==> config.mk <==
export PLATFORM = sky130hd
export DESIGN_NAME = sdio_irq_reg_flat
export DESIGN_NICKNAME = d
export VERILOG_FILES = /design/src/rtl/sdio_irq_reg_if.sv /design/src/rtl/sdio_irq_reg.sv /design/src/flat_wrapper.sv
export SDC_FILE = /design/constraint.sdc
export NUM_CORES = 1
export LEC_CHECK = 0
export CORE_ASPECT_RATIO = 1.1
export CORE_MARGIN = 2
export CORE_UTILIZATION = 45
export CTS_BUF_LIST = sky130_fd_sc_hd__clkbuf_4
export CTS_CLUSTER_DIAMETER = 150
export CTS_CLUSTER_SIZE = 28
export DETAILED_ROUTE_END_ITERATION = 10
export PLACE_DENSITY = 0.88
export SETUP_SLACK_MARGIN = 0.05
export SKIP_LAST_GASP = 1
export SYNTH_ARGS = -nofsm -noshare
export SYNTH_HDL_FRONTEND = slang
export SYNTH_SLANG_ARGS = --single-unit
==> constraint.sdc <==
create_clock -name sd_clk -period 3.8 [get_ports sd_clk]
set_input_delay 0.95 -clock sd_clk [delete_from_list [all_inputs] [get_ports sd_clk]]
set_output_delay 0.95 -clock sd_clk [all_outputs]
set_load 0.01 [all_outputs]
==> src/rtl/sdio_irq_reg_if.sv <==
// Register-bus bundle between the SD host register decoder and the SD-clock register banks.
interface sdio_irq_reg_if #(
  parameter int AW = 8,
  parameter int DW = 8
) ();
  logic          reg_data_wr;
  logic          reg_addr_wr;
  logic [AW-1:0] reg_addr;
  logic [DW-1:0] reg_wdata;
  logic [DW-1:0] reg_rdata;

  modport master (
    output reg_data_wr,
    output reg_addr_wr,
    output reg_addr,
    output reg_wdata,
    input  reg_rdata
  );

  modport slave (
    input  reg_data_wr,
    input  reg_addr_wr,
    input  reg_addr,
    input  reg_wdata,
    output reg_rdata
  );
endinterface

==> src/rtl/sdio_irq_reg.sv <==
// Parametrised interrupt status/enable bank with sticky sources, registered irq and
// multi-byte live-counter readback with an upper-byte snapshot taken on the low-byte read.
module sdio_irq_reg #(
  parameter int AW       = 8,
  parameter int DW       = 8,
  parameter int NSRC     = 12,
  parameter int STS_BASE = 32,
  parameter int NCNT     = 2,
  parameter int CNT_W    = 16,
  parameter int CNT_BASE = 134,
  parameter int RC       = 0
) (
  input  logic                  sd_clk,
  input  logic                  rstn,
  sdio_irq_reg_if.slave         bus,
  input  logic [NSRC-1:0]       evt,
  input  logic [NCNT*CNT_W-1:0] cnt_in,
  output logic [NSRC-1:0]       irq_sts,
  output logic [NSRC-1:0]       irq_en,
  output logic                  irq
);

  localparam int NSB  = (NSRC + DW - 1) / DW;
  localparam int NCB  = CNT_W / DW;
  localparam int PADW = NSB * DW;

  logic [NSRC-1:0]  sts_r;
  logic [NSRC-1:0]  en_r;
  logic             irq_r;
  logic [DW-1:0]    rdata_r;
  logic [CNT_W-1:0] snap_r [NCNT];

  logic [NSB-1:0]   sts_hit_s;
  logic [NSB-1:0]   en_hit_s;
  logic [NCNT-1:0]  cnt_lo_hit_s;
  logic [NSRC-1:0]  clr_s;
  logic [NSRC-1:0]  en_nxt_s;
  logic [PADW-1:0]  sts_pad_s;
  logic [PADW-1:0]  en_pad_s;
  logic [DW-1:0]    rd_val_s;

  assign sts_pad_s = PADW'(sts_r);
  assign en_pad_s  = PADW'(en_r);

  // Address decode for status, enable and counter low-byte locations.
  always_comb begin
    sts_hit_s    = {NSB{1'b0}};
    en_hit_s     = {NSB{1'b0}};
    cnt_lo_hit_s = {NCNT{1'b0}};
    for (int k = 0; k < NSB; k++) begin
      sts_hit_s[k] = (bus.reg_addr == AW'(STS_BASE + k));
      en_hit_s[k]  = (bus.reg_addr == AW'(STS_BASE + NSB + k));
    end
    for (int j = 0; j < NCNT; j++) begin
      cnt_lo_hit_s[j] = (bus.reg_addr == AW'(CNT_BASE + j * NCB));
    end
  end

  // Per-source clear mask and enable next-state; read-to-clear clears exactly what was returned.
  always_comb begin
    clr_s    = {NSRC{1'b0}};
    en_nxt_s = en_r;
    for (int i = 0; i < NSRC; i++) begin
      if (RC != 0) begin
        clr_s[i] = bus.reg_addr_wr & sts_hit_s[i / DW] & sts_r[i];
      end else begin
        clr_s[i] = bus.reg_data_wr & sts_hit_s[i / DW] & bus.reg_wdata[i % DW];
      end
      if (bus.reg_data_wr && en_hit_s[i / DW]) begin
        en_nxt_s[i] = bus.reg_wdata[i % DW];
      end else begin
        en_nxt_s[i] = en_r[i];
      end
    end
  end

  // Read mux over the whole map; unmapped addresses fall through to zero.
  always_comb begin
    rd_val_s = {DW{1'b0}};
    for (int k = 0; k < NSB; k++) begin
      rd_val_s = rd_val_s
               | (sts_hit_s[k] ? sts_pad_s[k*DW +: DW] : {DW{1'b0}})
               | (en_hit_s[k]  ? en_pad_s[k*DW +: DW]  : {DW{1'b0}});
    end
    for (int j = 0; j < NCNT; j++) begin
      for (int b = 0; b < NCB; b++) begin
        rd_val_s = rd_val_s
                 | ((bus.reg_addr == AW'(CNT_BASE + j * NCB + b))
                    ? ((b == 0) ? cnt_in[j*CNT_W + b*DW +: DW] : snap_r[j][b*DW +: DW])
                    : {DW{1'b0}});
      end
    end
  end

  // Sticky status (set wins over clear), enables and the registered interrupt.
  always_ff @(posedge sd_clk or negedge rstn) begin
    if (!rstn) begin
      sts_r <= {NSRC{1'b0}};
      en_r  <= {NSRC{1'b0}};
      irq_r <= 1'b0;
    end else begin
      sts_r <= (sts_r & ~clr_s) | evt;
      en_r  <= en_nxt_s;
      irq_r <= |(sts_r & en_r);
    end
  end

  // Registered read data; holds between read strobes.
  always_ff @(posedge sd_clk or negedge rstn) begin
    if (!rstn) begin
      rdata_r <= {DW{1'b0}};
    end else if (bus.reg_addr_wr) begin
      rdata_r <= rd_val_s;
    end else begin
      rdata_r <= rdata_r;
    end
  end

  // Counter snapshots, captured only by a read of that counter's low byte.
  always_ff @(posedge sd_clk or negedge rstn) begin
    if (!rstn) begin
      for (int j = 0; j < NCNT; j++) begin
        snap_r[j] <= {CNT_W{1'b0}};
      end
    end else begin
      for (int j = 0; j < NCNT; j++) begin
        if (bus.reg_addr_wr && cnt_lo_hit_s[j]) begin
          snap_r[j] <= cnt_in[j*CNT_W +: CNT_W];
        end else begin
          snap_r[j] <= snap_r[j];
        end
      end
    end
  end

  assign bus.reg_rdata = rdata_r;
  assign irq_sts       = sts_r;
  assign irq_en        = en_r;
  assign irq           = irq_r;

endmodule
==> src/flat_wrapper.sv <==
// flat-port wrapper written by rule: the top's interface ports become plain ports
module sdio_irq_reg_flat 
#(
  parameter int AW       = 8,
  parameter int DW       = 8,
  parameter int NSRC     = 12,
  parameter int STS_BASE = 32,
  parameter int NCNT     = 2,
  parameter int CNT_W    = 16,
  parameter int CNT_BASE = 134,
  parameter int RC       = 0
)
  (sd_clk, rstn, evt, cnt_in, irq_sts, irq_en, irq, bus_reg_data_wr, bus_reg_addr_wr, bus_reg_addr, bus_reg_wdata, bus_reg_rdata);
  sdio_irq_reg_if #(.AW(AW), .DW(DW)) bus_i ();
  input  logic sd_clk;
  input  logic rstn;
  input  logic [NSRC-1:0] evt;
  input  logic [NCNT*CNT_W-1:0] cnt_in;
  output logic [NSRC-1:0] irq_sts;
  output logic [NSRC-1:0] irq_en;
  output logic irq;
  input wire logic [$bits(bus_i.reg_data_wr)-1:0] bus_reg_data_wr;
  input wire logic [$bits(bus_i.reg_addr_wr)-1:0] bus_reg_addr_wr;
  input wire logic [$bits(bus_i.reg_addr)-1:0] bus_reg_addr;
  input wire logic [$bits(bus_i.reg_wdata)-1:0] bus_reg_wdata;
  output wire logic [$bits(bus_i.reg_rdata)-1:0] bus_reg_rdata;
  assign bus_i.reg_data_wr = bus_reg_data_wr;
  assign bus_i.reg_addr_wr = bus_reg_addr_wr;
  assign bus_i.reg_addr = bus_reg_addr;
  assign bus_i.reg_wdata = bus_reg_wdata;
  assign bus_reg_rdata = bus_i.reg_rdata;
  sdio_irq_reg #(.AW(AW), .DW(DW), .NSRC(NSRC), .STS_BASE(STS_BASE), .NCNT(NCNT), .CNT_W(CNT_W), .CNT_BASE(CNT_BASE), .RC(RC)) u_core (.sd_clk(sd_clk), .rstn(rstn), .bus(bus_i), .evt(evt), .cnt_in(cnt_in), .irq_sts(irq_sts), .irq_en(irq_en), .irq(irq));
endmodule
== After elaboration in Yosys (flattened, before gate mapping) ==
Cells that the tools add are included.

* Multiplexer cells: 8
* Equality and inequality tests: 8
* Add/sub/neg operators: 0
* Divide/modulo/power cells: 0
* $mul: 0
* $lt $le $gt $ge: 0
* Bitwise gates (word level): 25
* Shift-type cells: 0
* Reduce and logical (&&, ||, !) cells: 5

{| class="wikitable"
|+ Operators with widths
! operator !! count
|-
| $or A8 B8 Y8 || 7
|-
| $mux W8 || 6
|-
| $eq A8 B6 Y1 const B || 4
|-
| $eq A8 B8 Y1 const B || 4
|-
| $and A12 B12 Y12 || 2
|-
| $and A1 B1 Y1 || 14
|-
| $not A12 Y12 || 1
|-
| $or A12 B12 Y12 || 1
|-
| $reduce_or A12 Y1 || 1
|-
| $mux W4 || 2
|-
| $logic_and A1 B1 Y1 || 4
|}

* Memory bits (writable): 0
* Latch bits: 0
* Input bits: 64
* Memories: 0
* Bits in read-only memories: 0
* Output and inout bits: 33
* Logic and storage cells: 53
* Flip-flop bits (word level): 65

== Depth between registers and ports, before layout ==
Gate-level depths: netlist of the first run.

* Depth in word-level cells: 9
* Mapped depth: 6
* Mapped depth without buffers: 4

== Least setup slack after synthesis of the first run ==
Ideal clock, no wire load.

* Path kind: input to register
* From: input port bus_reg_addr[7]
* To: register u_core.en_r[0], in the netlist u_core.irq_en[0]
* Setup slack: 1.561 ns
* Stages: 5
* Arrival: 2.114 ns
* Required time: 3.675 ns
* Path through: nor4b_2 nand2_1 or3_1 buf_6 mux2_4

* Cells in the longest elaborated chain, start to end: 2

{| class="wikitable"
|+ RTL lines
! item !! RTL line !! text
|-
| from (decl) || flat_wrapper.sv:24 || <nowiki>input wire logic [$bits(bus_i.reg_addr)-1:0] bus_reg_addr;</nowiki>
|-
| $eq A8 B6 Y1 || sdio_irq_reg.sv:52 || <nowiki>en_hit_s[k] = (bus.reg_addr == AW'(STS_BASE + NSB + k));</nowiki>
|-
| $logic_and A1 B1 Y1 || sdio_irq_reg.sv:69 || <nowiki>if (bus.reg_data_wr && en_hit_s[i / DW]) begin</nowiki>
|-
| to (signal assigned) || sdio_irq_reg.sv:99 || <nowiki>en_r <= {NSRC{1'b0}};</nowiki>
|-
| to (signal assigned) || sdio_irq_reg.sv:103 || <nowiki>en_r <= en_nxt_s;</nowiki>
|-
| to (decl) || sdio_irq_reg.sv:28 || <nowiki>logic [NSRC-1:0] en_r;</nowiki>
|}

Every way passes these cells.
A chain may end at the register's enable or synchronous reset.

== Worst setup path in the final report of the first run ==
* From: input port bus_reg_addr[7]
* To: register u_core.en_r[3], in the netlist u_core.irq_en[3]

Same word-level chain as after synthesis.

==> results.sh, run 1 <==
export IMPL_status="finished clean"
export IMPL_coreArea_um2=5430
export IMPL_avgRoutedWirePerCell_um=17.4
export IMPL_worstPathRequired_ns=4.07
export IMPL_synth_flop_cell="dfrtp_1"
export IMPL_rows=28
export IMPL_rsz0062_at_grt="no"
export IMPL_worstSetupPathType="in2reg"
export IMPL_grt_max_degree=50
export IMPL_fmax_ghz=0.365
export IMPL_synth_distinct_cells=41
export IMPL_slew_headroom_pct=28.8
export IMPL_cts_sinks=49
export IMPL_area_growth_pct=42.5
export IMPL_rr_endpoint="u_core.bus.reg_rdata[3]"
export IMPL_boundaryPins=97
export IMPL_start_util_pct=46.9
export IMPL_antenna_found_initial=0
export IMPL_synth_edf_count=0
export IMPL_htree_levels=2
export IMPL_power_frac_seq_pct=56.5
export IMPL_die_w_um=75.7
export IMPL_finalMaxSlewViolations=0
export IMPL_ir_drop_mv=0.218
export IMPL_cts_setup_buffers=0
export IMPL_dp_slack_ns=0.695
export IMPL_grt_pass1_vias=2227
export IMPL_ctsLongestPathBuffers=2
export IMPL_syn_avg_cell_area_um2=11.9
export IMPL_finalSetupViolations=0
export IMPL_cts_resized=0
export IMPL_post_route_min_period_ns=2.74
export IMPL_p_clk_share_pct=23.0
export IMPL_holdWs_ns=0.517
export IMPL_via_per_inst=5.66
export IMPL_finalHoldViolCount=0
export IMPL_startpoint="bus_reg_addr[7]"
export IMPL_p_int_mw=0.739
export IMPL_path_max_fanout=11
export IMPL_path_clk_slew_ns=0.13
export IMPL_power_switching_mw=0.255
export IMPL_cp_endpoint="u_core.irq_en[3]"
export IMPL_grt_pass1_wl_mm=10.6
export IMPL_routabilityCongestion=0.818
export IMPL_ys_ff_latch=49
export IMPL_cts_made_buffers=5
export IMPL_port_buffers=96
export IMPL_synth_area_um2=2540
export IMPL_cp_start_kind="primary input"
export IMPL_finalCritPeriodShare_pct=72.1
export IMPL_leakage_nw=1.53
export IMPL_route_detailed_drc=0
export IMPL_yosysWarnings=0
export IMPL_cts_tree="done"
export IMPL_die_h_um=82.9
export IMPL_diodes=0
export IMPL_power_density_nw_per_um2=274
export IMPL_synthCells=214
export IMPL_worstMarginPinSlew_ns=1.07
export IMPL_reg2reg_depth=4
export IMPL_synthArstFlopShare_pct=100
export IMPL_drive_gt1_share_pct=13.8
export IMPL_layout_nets=374
export IMPL_drt_iter0_markers=189
export IMPL_globalRouteOverflowTotal=0
export IMPL_ctsHoldBuffers=0
export IMPL_fin_ws_ns=1.06
export IMPL_hold_path_class="reg2reg"
export IMPL_grt_usage_pct=22.1
export IMPL_switching_share_pct=25.7
export IMPL_rrSetupSlack_ns=2.34
export IMPL_vias=2185
export IMPL_postRouteAntennaNets=0
export IMPL_r2r_start="u_core.irq_sts[11]"
export IMPL_fin_tns_setup_ns=0
export IMPL_die_area_um2=6270
export IMPL_synth_seq_area_share_pct=48.2
export IMPL_clock_latency_ns=0.38
export IMPL_skew_ns=0.0139
export IMPL_cp_arrival_ns=3.01
export IMPL_dpl_hpwl_mm=5.09
export IMPL_drt_wl_total_mm=6.70
export IMPL_synth_fp_nets=278
export IMPL_firstDrtPassIters=4
export IMPL_power_frac_comb_pct=20.5
export IMPL_crit_path_end_kind="flip-flop"
export IMPL_maxCapViolations=0
export IMPL_cts_root_buffer="clkbuf_4"
==> cell families (layout without fill, tap and decap cells) <==
group           Yosys count  count (layout)  share of synthesized area (%)
compound gates           49              49                           14.8
buf+inv                  16             113                           3.24
flops                    49              49                           48.2
mux                      43              43                           19.7
simple gates             57              57                           14.1
==> sequential cells by signal, summed over array words and instances, names as in the netlist <==
signal                flops
u_core.irq_sts           12
u_core.snap_r            16
u_core.irq                1
u_core.irq_en            12
u_core.bus.reg_rdata      8
==> worst max-delay path, cell delays in order <==
cell and delay, ns:
clkdlybuf4s50_1 0.45, nor4b_2 0.29, buf_4 0.21, nand2_1 0.12
or3_1 0.60, mux2_4 0.38
==> worst min path at each step <==
stage | startpoint | endpoint | cells after the start
after floorplan | u_core.snap_r[24] | u_core.snap_r[24] | 1
after global placement | u_core.snap_r[31] | u_core.snap_r[31] | 1
after detailed placement | u_core.snap_r[27] | u_core.snap_r[27] | 1
after CTS | u_core.snap_r[27] | u_core.snap_r[27] | 1
after global routing | u_core.snap_r[29] | u_core.snap_r[29] | 1
final | u_core.snap_r[31] | u_core.snap_r[31] | 1
==> synth_stat cells, drive strengths merged, types with 3 or more instances <==
library cell	n	area, µm²
nand2	8	37.5
mux2	32	390
nand3b	8	60.1
a31oi	6	37.5
a21oi	5	25.0
nand3	19	95.1
nor2	5	18.8
buf	9	56.3
clkbuf	6	22.5
a221oi	3	26.3
o32a	5	50.1
a22o	3	26.3
o2bb2ai	4	35.0
dfrtp	49	1230
or2	3	18.8
mux2i	11	110
a21o	14	105
==> final cells by class <==
| type | count | area, µm² |
|---|---|---|
| inverters | 1 | 3.75 |
| clock inverters | 3 | 12.5 |
| multi-input cells | 149 | 1240 |
| fillers | 404 | 1800 |
| flip-flops and latches | 49 | 1230 |
| clock buffers | 5 | 37.5 |
| repair buffers | 104 | 1020 |
| well taps | 75 | 93.8 |
==> stage by stage <==
stage | area (µm²) | std cells | utilization [%] | power [mW]
5_1_grt | 3630 | 386 | 66.8 | 1.04
4_1_cts | 3630 | 386 | 66.8 | 1.00
3_3_place_gp | 3580 | 378 | 65.9 | 0.772
2_1_floorplan | 2540 | 214 | - | 0.643
3_5_place_dp | 3580 | 378 | 65.9 | 0.776
6_report | 3630 | 386 | 66.8 | 0.994
==> placed cells by master, fill, tap and decap left out, types with 2 or more instances in the layout <==
cell type / synthesis / final
a21o_1: 14 / 14
a21oi_1: 5 / 5
a221oi_1: 3 / 3
a22o_1: 3 / 3
a22oi_1: 2 / 2
a31oi_1: 6 / 6
and4b_1: 2 / 2
buf_4: 2 / 8
clkbuf_4: 0 / 5
clkdlybuf4s50_1: 0 / 95
clkinv_1: 0 / 2
dfrtp_1: 49 / 49
mux2_1: 12 / 12
mux2_2: 12 / 12
mux2_4: 8 / 8
mux2i_1: 11 / 11
nand2_1: 7 / 7
nand3_1: 19 / 19
nand3b_1: 8 / 8
nand4_1: 2 / 2
nor2_1: 5 / 5
nor2b_1: 2 / 2
nor4b_2: 2 / 2
o2bb2ai_1: 4 / 4
o32a_1: 5 / 5
or2_2: 3 / 3
==> power by group through the flow <==
stage | combinational (mW) | clock (mW) | sequential (mW)
after global placement | 0.201 | 0 | 0.570
after CTS | 0.206 | 0.233 | 0.561
after global routing | 0.221 | 0.255 | 0.564
after floorplan | 0.0673 | 0 | 0.575
final | 0.204 | 0.228 | 0.562
after detailed placement | 0.205 | 0 | 0.571
==> per-layer routing <==
layer  up-vias  part of all wire (%)  wire length, µm  track usage [%]
met5         -                     0                0                0
met4         0                   2.6              176             9.09
met3        18                   6.0              399             5.46
met2        88                    49             3260             34.8
met1      1075                    43             2870             28.7
li1       1004                     -                -                -
(Power assumes the default switching activity.)
==> run 2: changes to the inputs <==
Settings changed: CORE_UTILIZATION 45 to 41, PLACE_DENSITY 0.88 to 0.84.
Clock period 3.8 ns to 2.4 ns, I/O delays scaled along.
==> run 2 against run 1 <==
  * Global-route usage down 1.3 points
  * Worst hold slack worse by 0.33 ns
  * Clock-buffer cell count up 1
  * Sequential power grew 58%
  * Critical path depth unchanged
  * Clock power is 65% higher
  * Utilization decreased by 5.0 points
  * Die area increased by 9.3%
  * Final cell count increased by 4.1%
  * Critical endpoint is now u_core.irq_en[2]
  * Highest routed layer unchanged
==> results.sh, run 2 (synthesis gave the netlist of run 1 again) <==
export IMPL_post_route_min_period_ns=2.06
export IMPL_mostFrequentLayoutCells="clkdlybuf4s50_1 (95), dfrtp_1 (49), nand3_1 (19), buf_4 (16), a21o_1 (14)"
export IMPL_finalHoldViolCount=0
export IMPL_mostFrequentLayoutCell="clkdlybuf4s50_1"
export IMPL_grt_usage_pct=20.9
export IMPL_boundaryPins=97
export IMPL_worstPathRequired_ns=2.66
export IMPL_start_util_pct=41.9
export IMPL_htree_levels=2
export IMPL_crit_path_end_kind="flip-flop"
export IMPL_cp_arrival_ns=2.33
export IMPL_cts_resized=0
export IMPL_instances_no_fill=402
export IMPL_hold_path_class="in2async"
export IMPL_path_clk_slew_ns=0.14
export IMPL_cp_start_kind="primary input"
export IMPL_cts_tree="done"
export IMPL_drt_iter0_markers=123
export IMPL_die_area_um2=6850
export IMPL_antenna_found_initial=0
export IMPL_coreArea_um2=6080
export IMPL_slew_headroom_pct=66.8
export IMPL_globalRouteOverflowTotal=0
export IMPL_ir_drop_mv=0.326
export IMPL_worstMarginPinSlew_ns=0.498
export IMPL_dp_slack_ns=-0.0554
export IMPL_final_core_util_pct=61.8
export IMPL_largest_register="u_core.snap_r"
export IMPL_grt_max_degree=22
export IMPL_ctsLongestPathBuffers=2
export IMPL_skew_ns=0.00799
export IMPL_fin_ws_ns=0.336
export IMPL_cts_root_buffer="clkbuf_4"
export IMPL_design_area_um2=3760
export IMPL_cts_made_buffers=5
export IMPL_cts_sinks=49
export IMPL_clock_latency_ns=0.36
export IMPL_worstSetupPathType="in2reg"
export IMPL_finalCritPeriodShare_pct=86.0
export IMPL_finalSetupViolations=0
export IMPL_fin_tns_setup_ns=0
export IMPL_leakage_nw=1.60
export IMPL_nFillCells=518
export IMPL_critPathMaxStageDelay_ns=0.44
export IMPL_largest_reg_flops=16
export IMPL_finalMaxSlewViolations=0
export IMPL_vias=2214
export IMPL_path_max_fanout=8
export IMPL_critical_path_slowest_cell="clkdlybuf4s50_1"
export IMPL_avgRoutedWirePerCell_um=17.3
export IMPL_cts_setup_buffers=0
export IMPL_placed_cell_area_um2=3700
export IMPL_fmax_ghz=0.484
export IMPL_maxCapViolations=0
export IMPL_routabilityCongestion=0.838
export IMPL_grt_pass1_vias=2283
export IMPL_diodes=0
export IMPL_postRouteAntennaNets=0
export IMPL_status="finished clean"
export IMPL_drt_wl_total_mm=6.96
export IMPL_rows=30
export IMPL_power_density_nw_per_um2=427
export IMPL_area_growth_pct=47.6
export IMPL_route_detailed_drc=0
export IMPL_die_w_um=79.1
export IMPL_die_h_um=86.6
export IMPL_port_buffers=96
export IMPL_ctsHoldBuffers=0
export IMPL_critPathTopFamily="simple AND/OR/NAND/NOR gates"
export IMPL_firstDrtPassIters=4
export IMPL_crit_buf_inv=2
export IMPL_crit_path_cell_trace="clkdlybuf4s50_1, nor4b_2, nand2_1, or3_1, buf_4, mux2_4"
export IMPL_layout_nets=385
export IMPL_via_per_inst=5.51
export IMPL_grt_pass1_wl_mm=11.1
export IMPL_rsz0062_at_grt="no"
export IMPL_drive_gt1_share_pct=17.4
export IMPL_dpl_hpwl_mm=5.38
export IMPL_dp_cells=394
[run 2: cell types whose count changed in the layout (fill, tap and decap cells not counted), sizes merged]
cell and change:
clkbuf +1, clkinv -1, buf +11
[run 2: stage by stage]
| stage | hold slack (ns) | power (mW) |
|---|---|---|
| 2_1_floorplan | 0.304 | 1.02 |
| 3_3_place_gp | 0.477 | 1.24 |
| 3_5_place_dp | 0.483 | 1.24 |
| 4_1_cts | 0.186 | 1.62 |
| 5_1_grt | 0.192 | 1.67 |
| 6_report | 0.184 | 1.60 |
[run 2: final cells by class]
cell class / count / area (µm²) / share of cell area (%)
clock inverters: 2 / 10.0 / 0.266
inverters: 1 / 3.75 / 0.0999
repair buffers: 115 / 1140 / 30.2
flip-flops and latches: 49 / 1230 / 32.6
clock buffers: 6 / 45.0 / 1.20
multi-input cells: 149 / 1240 / 32.9
well taps: 80 / 100 / 2.66
[run 2: metal layers]
metal	part of all wire, %	GRT usage [%]
met5	0	0
met4	1.2	5.02
met3	7.1	5.73
met2	49	35.4
met1	42	26.6
[run 2: path summary, 6_finish.rpt]
check / from / end / slack [ns] / cells past startpoint
hold / removal: rstn / u_core.irq_en[6] / 0.18 / 1
setup reg to reg: u_core.irq_sts[11] / u_core.bus.reg_rdata[3] / 1.02 / 4
max in group asynchronous: rstn / u_core.snap_r[12] / 1.62 / 2
min in group sd_clk: u_core.snap_r[30] / u_core.snap_r[30] / 0.51 / 1
setup / recovery: bus_reg_addr[3] / u_core.irq_en[2] / 0.34 / 6
hold reg to reg: u_core.snap_r[30] / u_core.snap_r[30] / 0.51 / 1
[run 2: where the power goes]
part	total [mW]	internal (mW)	switching (mW)
logic	0.338	0.211	0.127
clock network	0.376	0.123	0.252
registers	0.889	0.863	0.0257
==> run 3: changes to the inputs <==
Clock period 2.4 ns to 1.8 ns, I/O delays scaled along.
==> run 3 against run 2 <==
  * Power rose by 38%
  * Sequential cell count unchanged
  * Combinational power grew 47%
  * Sequential share of layout area decreased by 3.0 points
  * Largest cell class is now non-clock buffers
  * Highest routed layer unchanged
  * Setup slack lost 0.30 ns
  * Global-route usage grew 2.2 points
  * First-iteration DRC count is 46% higher
  * Utilization up 6.2 points
  * Sequential power grew 33%
  * Worst hold slack worse by 0.17 ns
==> results.sh, run 3 (synthesis gave the netlist of run 1 again) <==
export IMPL_cts_sinks=49
export IMPL_dp_slack_ns=-0.511
export IMPL_multiInputGateArea_um2=1290
export IMPL_grt_usage_pct=23.1
export IMPL_regArea_um2=1230
export IMPL_instances_no_fill=443
export IMPL_ir_drop_mv=0.336
export IMPL_start_util_pct=41.9
export IMPL_nFillCells=471
export IMPL_cp_arrival_ns=2.03
export IMPL_avgRoutedWirePerCell_um=17.8
export IMPL_power_frac_seq_pct=53.2
export IMPL_power_density_nw_per_um2=536
export IMPL_power_mw=2.22
export IMPL_p_clk_share_pct=24.3
export IMPL_grt_pass1_vias=2550
export IMPL_power_frac_comb_pct=22.5
export IMPL_port_buffers=96
export IMPL_drt_wl_total_mm=7.86
export IMPL_layout_nets=426
export IMPL_worstSetupPathType="in2reg"
export IMPL_antenna_found_initial=0
export IMPL_path_max_fanout=15
export IMPL_area_growth_pct=62.5
export IMPL_rrSetupSlack_ns=0.32
export IMPL_hold_path_class="in2async"
export IMPL_ctsLongestPathBuffers=2
export IMPL_grt_max_degree=50
export IMPL_postRouteAntennaNets=0
export IMPL_leakage_nw=1.96
export IMPL_route_detailed_drc=0
export IMPL_power_switching_mw=0.577
export IMPL_grt_pass1_wl_mm=12.2
export IMPL_diodes=0
export IMPL_htree_levels=2
export IMPL_largest_reg_flops=16
export IMPL_rr_endpoint="u_core.bus.reg_rdata[3]"
export IMPL_finalCritPeriodShare_pct=98.2
export IMPL_rsz0062_at_grt="yes"
export IMPL_p_int_mw=1.64
export IMPL_crit_path_end_kind="flip-flop"
export IMPL_routabilityCongestion=0.847
export IMPL_clock_latency_ns=0.37
export IMPL_finalHoldViolCount=0
export IMPL_fin_ws_ns=0.0321
export IMPL_final_core_util_pct=68.0
export IMPL_cts_root_buffer="clkbuf_4"
export IMPL_drt_iter0_markers=180
export IMPL_r2r_start="u_core.irq_en[11]"
export IMPL_drive_gt1_share_pct=29.5
export IMPL_cts_made_buffers=5
export IMPL_die_w_um=79.1
export IMPL_mostFrequentLayoutCells="clkdlybuf4s50_1 (56), buf_4 (56), dfrtp_1 (49), dlygate4sd2_1 (26), nand3_1 (19)"
export IMPL_reg2reg_depth=5
export IMPL_coreArea_um2=6080
export IMPL_path_clk_slew_ns=0.15
export IMPL_firstDrtPassIters=4
export IMPL_worstMarginPinSlew_ns=0.367
export IMPL_slew_headroom_pct=75.5
export IMPL_dpl_hpwl_mm=5.53
export IMPL_startpoint="bus_reg_addr[0]"
export IMPL_switching_share_pct=26.0
export IMPL_boundaryPins=97
export IMPL_fmax_ghz=0.566
export IMPL_cts_tree="done"
export IMPL_finalSetupViolations=0
export IMPL_die_h_um=86.6
export IMPL_via_per_inst=5.53
export IMPL_maxCapViolations=0
export IMPL_die_area_um2=6850
export IMPL_finalMaxSlewViolations=0
export IMPL_skew_ns=0.0140
export IMPL_vias=2450
export IMPL_cp_start_kind="primary input"
export IMPL_status="finished clean"
export IMPL_globalRouteOverflowTotal=0
export IMPL_post_route_min_period_ns=1.77
export IMPL_worstPathRequired_ns=2.06
export IMPL_rows=30
export IMPL_largest_register="u_core.snap_r"
export IMPL_dp_cells=405
export IMPL_ctsHoldBuffers=0
[run 3: changes by cell type in the layout (fill, tap and decap cells not counted), sizes merged]
cell	before	now
buf	20	61
clkdlybuf4s50	95	56
dlygate4sd2	0	26
dlymetal6s2s	0	12
clkinv	2	0
clkbuf	6	7
clkdlybuf4s15	0	1
clkinvlp	0	1
[run 3: metrics by stage]
| step | setup TNS [ns] | cell area (µm²) | hold WS (ns) |
|---|---|---|---|
| 2_1_floorplan | 0 | 2540 | 0.154 |
| 3_3_place_gp | -19.48 | 3780 | 0.453 |
| 3_5_place_dp | -20.27 | 3780 | 0.460 |
| 4_1_cts | 0 | 4040 | 0.0381 |
| 5_1_grt | 0 | 4140 | 0.0346 |
| 6_report | 0 | 4140 | 0.0151 |
[run 3: final cells by class]
type	count	area share, %
well taps	80	2.42
inverters	1	0.0907
flip-flops and latches	49	29.6
clock buffers	7	1.27
clock inverters	1	0.181
repair buffers	156	35.1
multi-input cells	149	31.2
[run 3: power groups by stage]
| stage | clock, mW | sequential [mW] | combinational, mW |
|---|---|---|---|
| finish | 0.539 | 1.18 | 0.498 |
| CTS | 0.552 | 1.18 | 0.491 |
| global placement | 0 | 1.20 | 0.460 |
| floorplan | 0 | 1.21 | 0.142 |
| global route | 0.592 | 1.18 | 0.531 |
| detailed placement | 0 | 1.21 | 0.470 |
[run 3: worst max-delay path, cell delays in order]
cell             delay, ns
clkdlybuf4s50_1       0.57
buf_4                 0.29
nand4b_2              0.17
buf_4                 0.18
mux2_2                0.36
[run 3: worst max path at each step]
stage                        end  slack (ns)  cells past startpoint
2_1_floorplan   u_core.irq_en[0]        0.06                      5
3_3_place_gp    u_core.irq_en[3]       -0.50                      6
3_5_place_dp    u_core.irq_en[3]       -0.51                      6
4_1_cts         bus_reg_rdata[4]        0.05                      1
5_1_grt        u_core.snap_r[11]        0.04                      5
6_report       u_core.snap_r[11]        0.03                      5
[run 3: layer usage]
layer | share of wire, % | routed length (µm) | global-route usage [%]
met2 | 51 | 3980 | 39.4
met1 | 40 | 3160 | 28.2
met5 | 0 | 0 | 0
met3 | 5.9 | 461 | 4.06
met4 | 3.3 | 261 | 11.6
[run 3: timing repair]
item | 4_1_cts | 5_1_grt
endpoints found under the setup margin | 79 | 34
buffers inserted | 25 | 5
pin swaps | 5 | 5
gates resized for setup | 35 | 21
